===== src/rtl/fetch_unit_if.sv =====
// Fetch unit signal bundle: instruction-memory request/response, Execute redirect and Decode-side outputs.
// master = fetch_unit, slave = memory / pipeline environment.
interface fetch_unit_if;
    logic        imem_req_valid;
    logic        imem_req_ready;
    logic [31:0] imem_req_addr;
    logic        imem_rsp_valid;
    logic [31:0] imem_rsp_data;
    logic        redirect_valid;
    logic [31:0] redirect_target;
    logic        stall_d;
    logic        instr_valid_d;
    logic [31:0] instr_d;
    logic [31:0] pc_d;
    logic [31:0] pc_plus4_d;
    logic        fetch_fault;

    modport master (
        output imem_req_valid,
        output imem_req_addr,
        input  imem_req_ready,
        input  imem_rsp_valid,
        input  imem_rsp_data,
        input  redirect_valid,
        input  redirect_target,
        input  stall_d,
        output instr_valid_d,
        output instr_d,
        output pc_d,
        output pc_plus4_d,
        output fetch_fault
    );

    modport slave (
        input  imem_req_valid,
        input  imem_req_addr,
        output imem_req_ready,
        output imem_rsp_valid,
        output imem_rsp_data,
        output redirect_valid,
        output redirect_target,
        output stall_d,
        input  instr_valid_d,
        input  instr_d,
        input  pc_d,
        input  pc_plus4_d,
        input  fetch_fault
    );
endinterface


===== src/rtl/fetch_unit.sv =====
// Instruction fetch front end: PC generation, credit-limited in-order memory requests and a Decode queue.
// Optional feature macro: FETCH_MISALIGN_CHECK_EN (misaligned redirects raise a sticky fetch_fault).
module fetch_unit #(
    parameter logic [31:0] RESET_PC = 32'h0000_0000,
    parameter int unsigned FQ_DEPTH = 4
) (
    input logic          clk,
    input logic          reset,
    fetch_unit_if.master fif
);

    localparam int unsigned   PTR_W   = (FQ_DEPTH > 1) ? $clog2(FQ_DEPTH) : 1;
    localparam int unsigned   CNT_W   = PTR_W + 1;
    localparam logic [CNT_W:0]   DEPTH_C = (CNT_W + 1)'(FQ_DEPTH);
    localparam logic [PTR_W-1:0] PTR_ONE = PTR_W'(1);
    localparam logic [CNT_W-1:0] CNT_ONE = CNT_W'(1);
    localparam logic [CNT_W-1:0] CNT_ZERO = CNT_W'(0);

    logic [31:0]      pc_r;
    logic             epoch_r;
    logic             fault_r;
    logic [CNT_W-1:0] outst_r;
    logic [CNT_W-1:0] count_r;

    logic             tag_epoch_r [FQ_DEPTH];
    logic [31:0]      tag_pc_r    [FQ_DEPTH];
    logic [PTR_W-1:0] tag_wptr_r;
    logic [PTR_W-1:0] tag_rptr_r;

    logic [31:0]      q_instr_r [FQ_DEPTH];
    logic [31:0]      q_pc_r    [FQ_DEPTH];
    logic [31:0]      q_pc4_r   [FQ_DEPTH];
    logic [PTR_W-1:0] q_wptr_r;
    logic [PTR_W-1:0] q_rptr_r;

    logic [CNT_W:0]   credit_sum_s;
    logic             req_valid_s;
    logic             accept_s;
    logic             rsp_pop_s;
    logic             rsp_keep_s;
    logic             deq_s;
    logic [31:0]      redirect_pc_s;
    logic             redirect_bad_s;

    // Issue credit, handshake qualifiers and response epoch filter.
    always_comb begin
        credit_sum_s = {1'b0, outst_r} + {1'b0, count_r};
        req_valid_s  = !reset && !fault_r && (credit_sum_s < DEPTH_C);
        accept_s     = req_valid_s && fif.imem_req_ready;
        // A response with nothing outstanding (e.g. a pre-reset request) is dropped.
        rsp_pop_s    = fif.imem_rsp_valid && (outst_r != CNT_ZERO);
        rsp_keep_s   = rsp_pop_s && (tag_epoch_r[tag_rptr_r] == epoch_r) && !fif.redirect_valid;
        deq_s        = (count_r != CNT_ZERO) && !fif.stall_d && !fif.redirect_valid;
    end

    // Redirect target qualification.
    always_comb begin
`ifdef FETCH_MISALIGN_CHECK_EN
        redirect_pc_s  = fif.redirect_target;
        redirect_bad_s = (fif.redirect_target[1:0] != 2'b00);
`else
        redirect_pc_s  = {fif.redirect_target[31:2], 2'b00};
        redirect_bad_s = 1'b0;
`endif
    end

    // PC, epoch, fault flag and outstanding-request bookkeeping.
    always_ff @(posedge clk) begin
        if (reset) begin
            pc_r       <= RESET_PC;
            epoch_r    <= 1'b0;
            fault_r    <= 1'b0;
            outst_r    <= CNT_ZERO;
            tag_wptr_r <= '0;
            tag_rptr_r <= '0;
        end else begin
            if (fif.redirect_valid) begin
                epoch_r <= ~epoch_r;
                fault_r <= redirect_bad_s;
                if (!redirect_bad_s) begin
                    pc_r <= redirect_pc_s;
                end else if (accept_s) begin
                    pc_r <= pc_r + 32'd4;
                end
            end else if (accept_s) begin
                pc_r <= pc_r + 32'd4;
            end

            if (accept_s) begin
                tag_wptr_r <= tag_wptr_r + PTR_ONE;
            end
            if (rsp_pop_s) begin
                tag_rptr_r <= tag_rptr_r + PTR_ONE;
            end

            case ({accept_s, rsp_pop_s})
                2'b10:   outst_r <= outst_r + CNT_ONE;
                2'b01:   outst_r <= outst_r - CNT_ONE;
                default: outst_r <= outst_r;
            endcase
        end
    end

    // Tag FIFO storage; entries are only read while a request is outstanding.
    always_ff @(posedge clk) begin
        if (accept_s) begin
            // Tagged with the pre-toggle epoch, so a same-cycle redirect marks it stale.
            tag_epoch_r[tag_wptr_r] <= epoch_r;
            tag_pc_r[tag_wptr_r]    <= pc_r;
        end
    end

    // Instruction queue: registered enqueue of kept responses, Decode pops, redirect flush.
    always_ff @(posedge clk) begin
        if (reset) begin
            q_wptr_r <= '0;
            q_rptr_r <= '0;
            count_r  <= CNT_ZERO;
            for (int i = 0; i < int'(FQ_DEPTH); i++) begin
                q_instr_r[i] <= 32'h0000_0000;
                q_pc_r[i]    <= 32'h0000_0000;
                q_pc4_r[i]   <= 32'h0000_0000;
            end
        end else if (fif.redirect_valid) begin
            q_rptr_r <= q_wptr_r;
            count_r  <= CNT_ZERO;
        end else begin
            if (rsp_keep_s) begin
                q_instr_r[q_wptr_r] <= fif.imem_rsp_data;
                q_pc_r[q_wptr_r]    <= tag_pc_r[tag_rptr_r];
                q_pc4_r[q_wptr_r]   <= tag_pc_r[tag_rptr_r] + 32'd4;
                q_wptr_r            <= q_wptr_r + PTR_ONE;
            end
            if (deq_s) begin
                q_rptr_r <= q_rptr_r + PTR_ONE;
            end
            case ({rsp_keep_s, deq_s})
                2'b10:   count_r <= count_r + CNT_ONE;
                2'b01:   count_r <= count_r - CNT_ONE;
                default: count_r <= count_r;
            endcase
        end
    end

    assign fif.imem_req_valid = req_valid_s;
    assign fif.imem_req_addr  = pc_r;
    assign fif.instr_valid_d  = (count_r != CNT_ZERO);
    assign fif.instr_d        = q_instr_r[q_rptr_r];
    assign fif.pc_d           = q_pc_r[q_rptr_r];
    assign fif.pc_plus4_d     = q_pc4_r[q_rptr_r];
    assign fif.fetch_fault    = fault_r;

endmodule

===== src/flat_wrapper.sv =====
// flat-port wrapper written by rule: the top's interface ports become plain ports
module fetch_unit_flat 
#(
    parameter logic [31:0] RESET_PC = 32'h0000_0000,
    parameter int unsigned FQ_DEPTH = 4
)
  (clk, reset, fif_imem_req_valid, fif_imem_req_addr, fif_imem_req_ready, fif_imem_rsp_valid, fif_imem_rsp_data, fif_redirect_valid, fif_redirect_target, fif_stall_d, fif_instr_valid_d, fif_instr_d, fif_pc_d, fif_pc_plus4_d, fif_fetch_fault);
  fetch_unit_if fif_i ();
  input logic clk;
  input logic reset;
  output wire logic [$bits(fif_i.imem_req_valid)-1:0] fif_imem_req_valid;
  output wire logic [$bits(fif_i.imem_req_addr)-1:0] fif_imem_req_addr;
  input wire logic [$bits(fif_i.imem_req_ready)-1:0] fif_imem_req_ready;
  input wire logic [$bits(fif_i.imem_rsp_valid)-1:0] fif_imem_rsp_valid;
  input wire logic [$bits(fif_i.imem_rsp_data)-1:0] fif_imem_rsp_data;
  input wire logic [$bits(fif_i.redirect_valid)-1:0] fif_redirect_valid;
  input wire logic [$bits(fif_i.redirect_target)-1:0] fif_redirect_target;
  input wire logic [$bits(fif_i.stall_d)-1:0] fif_stall_d;
  output wire logic [$bits(fif_i.instr_valid_d)-1:0] fif_instr_valid_d;
  output wire logic [$bits(fif_i.instr_d)-1:0] fif_instr_d;
  output wire logic [$bits(fif_i.pc_d)-1:0] fif_pc_d;
  output wire logic [$bits(fif_i.pc_plus4_d)-1:0] fif_pc_plus4_d;
  output wire logic [$bits(fif_i.fetch_fault)-1:0] fif_fetch_fault;
  assign fif_imem_req_valid = fif_i.imem_req_valid;
  assign fif_imem_req_addr = fif_i.imem_req_addr;
  assign fif_i.imem_req_ready = fif_imem_req_ready;
  assign fif_i.imem_rsp_valid = fif_imem_rsp_valid;
  assign fif_i.imem_rsp_data = fif_imem_rsp_data;
  assign fif_i.redirect_valid = fif_redirect_valid;
  assign fif_i.redirect_target = fif_redirect_target;
  assign fif_i.stall_d = fif_stall_d;
  assign fif_instr_valid_d = fif_i.instr_valid_d;
  assign fif_instr_d = fif_i.instr_d;
  assign fif_pc_d = fif_i.pc_d;
  assign fif_pc_plus4_d = fif_i.pc_plus4_d;
  assign fif_fetch_fault = fif_i.fetch_fault;
  fetch_unit #(.RESET_PC(RESET_PC), .FQ_DEPTH(FQ_DEPTH)) u_core (.clk(clk), .reset(reset), .fif(fif_i));
endmodule

===== config.mk =====
export PLATFORM = sky130hd
export DESIGN_NAME = fetch_unit_flat
export DESIGN_NICKNAME = d
export VERILOG_FILES = /design/src/rtl/fetch_unit_if.sv /design/src/rtl/fetch_unit.sv /design/src/flat_wrapper.sv
export SDC_FILE = /design/constraint.sdc
export NUM_CORES = 1
export LEC_CHECK = 0
export ABC_AREA = 1
export CAP_MARGIN = 20
export CORE_MARGIN = 2
export CORE_UTILIZATION = 50
export CTS_CLUSTER_DIAMETER = 50
export DETAILED_ROUTE_END_ITERATION = 8
export PLACE_DENSITY = 0.82
export SYNTH_ARGS = -nofsm -noshare
export SYNTH_HDL_FRONTEND = slang
export SYNTH_SLANG_ARGS = --single-unit

===== constraint.sdc =====
create_clock -name clk -period 4.95 [get_ports clk]
set_input_delay 1.2375 -clock clk [delete_from_list [all_inputs] [get_ports clk]]
set_output_delay 1.2375 -clock clk [all_outputs]
set_load 0.02 [all_outputs]

==> impl_metrics.env <==
export IMPL_grt_overflow_total=0
export IMPL_wl_per_cell_um=19.04
export IMPL_first_pass_iters=6
export IMPL_port_buffers=191
export IMPL_power_net_switching_mw=3.520
export IMPL_seq_area_frac_synth_pct=64.38
export IMPL_cp_required_ns=3.71
export IMPL_cts_resized_gates=0
export IMPL_critPathLaunchType="flip-flop"
export IMPL_fin_ws_ns=0.5927
export IMPL_antenna_found_initial=0
export IMPL_place_gp_congestion=0.9056
export IMPL_viasPerCell=5.627
export IMPL_p_int_mw=8.361
export IMPL_syn_inst=2519
export IMPL_finalHoldViolCount=0
export IMPL_p_leak_nw=11.10
export IMPL_clock_path_buffers=3
export IMPL_stdcell_area_um2=28750
export IMPL_final_min_clock_period_ns=4.357
export IMPL_clock_skew_ns=0.02333
export IMPL_fmax_mhz=229.5
export IMPL_fp_coreArea_um2=48650
export IMPL_setup_violations=0
export IMPL_row_count=81
export IMPL_cp_max_fo=92
export IMPL_place_hpwl_um=38410
export IMPL_place_inst=3229
export IMPL_yosysUniqueCellTypes=42
export IMPL_start_util_pct=50.30
export IMPL_ctsHoldBuffers=0
export IMPL_cts_setup_buffers=0
export IMPL_vias=18738
export IMPL_placed_area_um2=26940
export IMPL_drc_errors=0
export IMPL_final_nets=2747
export IMPL_ir_drop_v=0.0002765
export IMPL_drive_above_1_share_pct=5.650
export IMPL_max_slew_margin_pct=29.80
export IMPL_drt_iter0_markers=1797
export IMPL_wirelength_um=63410
export IMPL_cts_tree="done"
export IMPL_n_antenna_cell=0
export IMPL_die_y_um=225.2
export IMPL_die_x_um=225.2
export IMPL_drv_slew=0
export IMPL_place_ws_ns=0.9032
export IMPL_cts_num_sinks=541
export IMPL_async_flop_share_pct=0
export IMPL_status="completed"
export IMPL_min_path_cells=2
export IMPL_seqPwrFrac_pct=45.9
export IMPL_synth_warnings=0
export IMPL_hp_class="reg -> reg"
export IMPL_synth_top_flop_cell="edfxtp_1"
export IMPL_grt_pass1_wl_um=97300
export IMPL_ant_nets=0
export IMPL_grt_pass1_vias=18199
export IMPL_synth_area_um2=24470
export IMPL_pwr_share_clk_pct=34.8
export IMPL_synth_avg_cell_area_um2=9.715
export IMPL_cellPowerDensity_nw_per_um2=413.3
export IMPL_die_area_um2=50730
export IMPL_drv_cap=0
export IMPL_critical_path_class="reg -> out"
export IMPL_synth_edf_count=492
export IMPL_post_route_period_util_pct=88.03
export IMPL_switching_share_pct=29.63
export IMPL_cts_root_buf="clkbuf_16"
export IMPL_worst_slew_pin_slew_ns=1.049
export IMPL_cts_buffers=56
export IMPL_clock_latency_ns=0.61
export IMPL_p_comb_share_pct=19.3
export IMPL_critical_path_arrival_ns=3.12
export IMPL_r2r_cells=11
export IMPL_grt_max_degree=185
export IMPL_area_delta_synth_final_pct=17.47
export IMPL_setup_tns_final_ns=0
export IMPL_h_tree_depth=2
export IMPL_clkSlewWorstSetupHoldPaths_ns=0.06
export IMPL_endpoint_kind="output port"
export IMPL_gr_usage_all_layers_pct=24.75
export IMPL_rsz0062_at_grt="no"
export IMPL_ys_seq_elements=541
export IMPL_rrSetupSlack_ns=1.29
export IMPL_final_cells=3330
export IMPL_io_pins=201
-- sequential cells by signal, indices dropped and copies added (netlist names), 3 cells and up, named ones only --
name	flops
u_core.q_instr_r	128
u_core.q_pc4_r	120
u_core.q_pc_r	120
u_core.tag_pc_r	120
u_core.fif.imem_req_addr	30
u_core.tag_epoch_r	4
u_core.count_r	3
u_core.outst_r	3
-- synthesized netlist by cell type (4+ instances only) --
cell type | n | share of area (%)
nor2_1 | 596 | 9.1
nand2_1 | 529 | 8.1
edfxtp_1 | 492 | 60
o21ai_0 | 213 | 4.4
inv_1 | 159 | 2.4
nand3_1 | 100 | 2.0
o22ai_1 | 92 | 2.4
clkbuf_1 | 89 | 1.4
dfxtp_1 | 49 | 4.0
a21oi_1 | 34 | 0.70
buf_2 | 30 | 0.61
xor2_1 | 19 | 0.68
buf_4 | 15 | 0.46
a31oi_1 | 14 | 0.36
xnor2_1 | 11 | 0.39
ha_1 | 10 | 0.51
nor3_1 | 8 | 0.16
nand3_2 | 7 | 0.29
buf_6 | 6 | 0.28
nor2_2 | 5 | 0.13
or2_2 | 5 | 0.13
buf_1 | 4 | 0.061
nand4_1 | 4 | 0.10
-- metal layers --
metal	up-vias	share of wire, %	routed length (µm)	GRT usage (%)
met4	0	3.0	1897	8.695
met1	8931	39	24550	31.78
li1	8733	-	-	-
met3	117	8.8	5567	4.055
met2	957	50	31390	42.61
met5	-	0	0	0
-- cells in the final DEF (no fill, tap or decap), types with 4 or more instances in the layout --
cell type | synthesis | final
conb_1 | 1 | 7
xor2_1 | 19 | 19
buf_4 | 15 | 26
clkbuf_1 | 89 | 10
o22ai_1 | 92 | 92
a21oi_1 | 34 | 34
bufinv_16 | 0 | 6
inv_1 | 159 | 156
clkdlybuf4s50_1 | 0 | 191
clkinv_1 | 0 | 13
buf_12 | 0 | 9
nor2_2 | 5 | 9
xnor2_1 | 11 | 11
nand3_2 | 7 | 6
dfxtp_1 | 49 | 46
nand3_1 | 100 | 100
edfxtp_1 | 492 | 492
a31oi_1 | 14 | 14
nor2_1 | 596 | 592
inv_2 | 3 | 4
ha_1 | 10 | 10
clkbuf_16 | 0 | 56
o21ai_0 | 213 | 213
clkinv_2 | 1 | 6
nand4_1 | 4 | 4
nand2_4 | 0 | 4
clkinv_4 | 0 | 4
nand2_1 | 529 | 524
nor3_1 | 8 | 8
or2_2 | 5 | 5
-- logic make-up (layout without fill, tap and decap cells) --
group	after synthesis	count (layout)	share of synthesized area (%)
simple gates	1262	1262	20.38
buf+inv	308	491	5.307
flops	541	541	64.38
fa+ha+maj	12	12	0.6749
compound gates	364	364	8.099
xor+xnor	31	31	1.140
other cells	1	7	0.01532
-- final timing paths --
kind,from,end
setup / recovery,flip-flop,fif_instr_d[12]
hold / removal,u_core.tag_rptr_r[1]$_SDFFE_PP0P_,flip-flop
hold reg to reg,u_core.tag_rptr_r[1]$_SDFFE_PP0P_,flip-flop
setup reg to reg,flip-flop,u_core.q_pc4_r[2][18]$_SDFFCE_PN0P_
-- critical path, stage by stage, from the launching register on --
cell and delay (ns):
dfxtp_2 0.35, buf_4 0.78, o21ai_0 0.35, o22ai_1 0.34, clkdlybuf4s50_1 0.65
-- metrics by stage --
step / util (%) / power [mW] / hold slack, ns
CTS: 59.09 / 11.89 / 0.4743
floorplan: - / 6.930 / 0.4363
global route: 59.09 / 12.31 / 0.5129
global placement: 55.38 / 7.735 / 0.4482
detailed placement: 55.38 / 7.802 / 0.4583
finish: 59.09 / 11.88 / 0.4692
-- power by group through the flow --
stage / sequential, mW / combinational [mW] / clock (mW)
final: 5.46 / 2.29 / 4.13
after detailed placement: 5.55 / 2.25 / 0
after global routing: 5.48 / 2.48 / 4.35
after global placement: 5.53 / 2.21 / 0
after floorplan: 5.51 / 1.42 / 0
after CTS: 5.45 / 2.27 / 4.17
-- area by class of cell --
| class | instances | area [µm²] |
|---|---|---|
| fillers | 3884 | 19900 |
| flip-flops and latches | 541 | 15760 |
| multi-input cells | 1676 | 7490 |
| repair buffers | 226 | 2287 |
| clock buffers | 66 | 1439 |
| well taps | 622 | 778.2 |
| inverters | 164 | 623.1 |
| clock inverters | 35 | 366.6 |
Power figures use the tool's default switching activity.
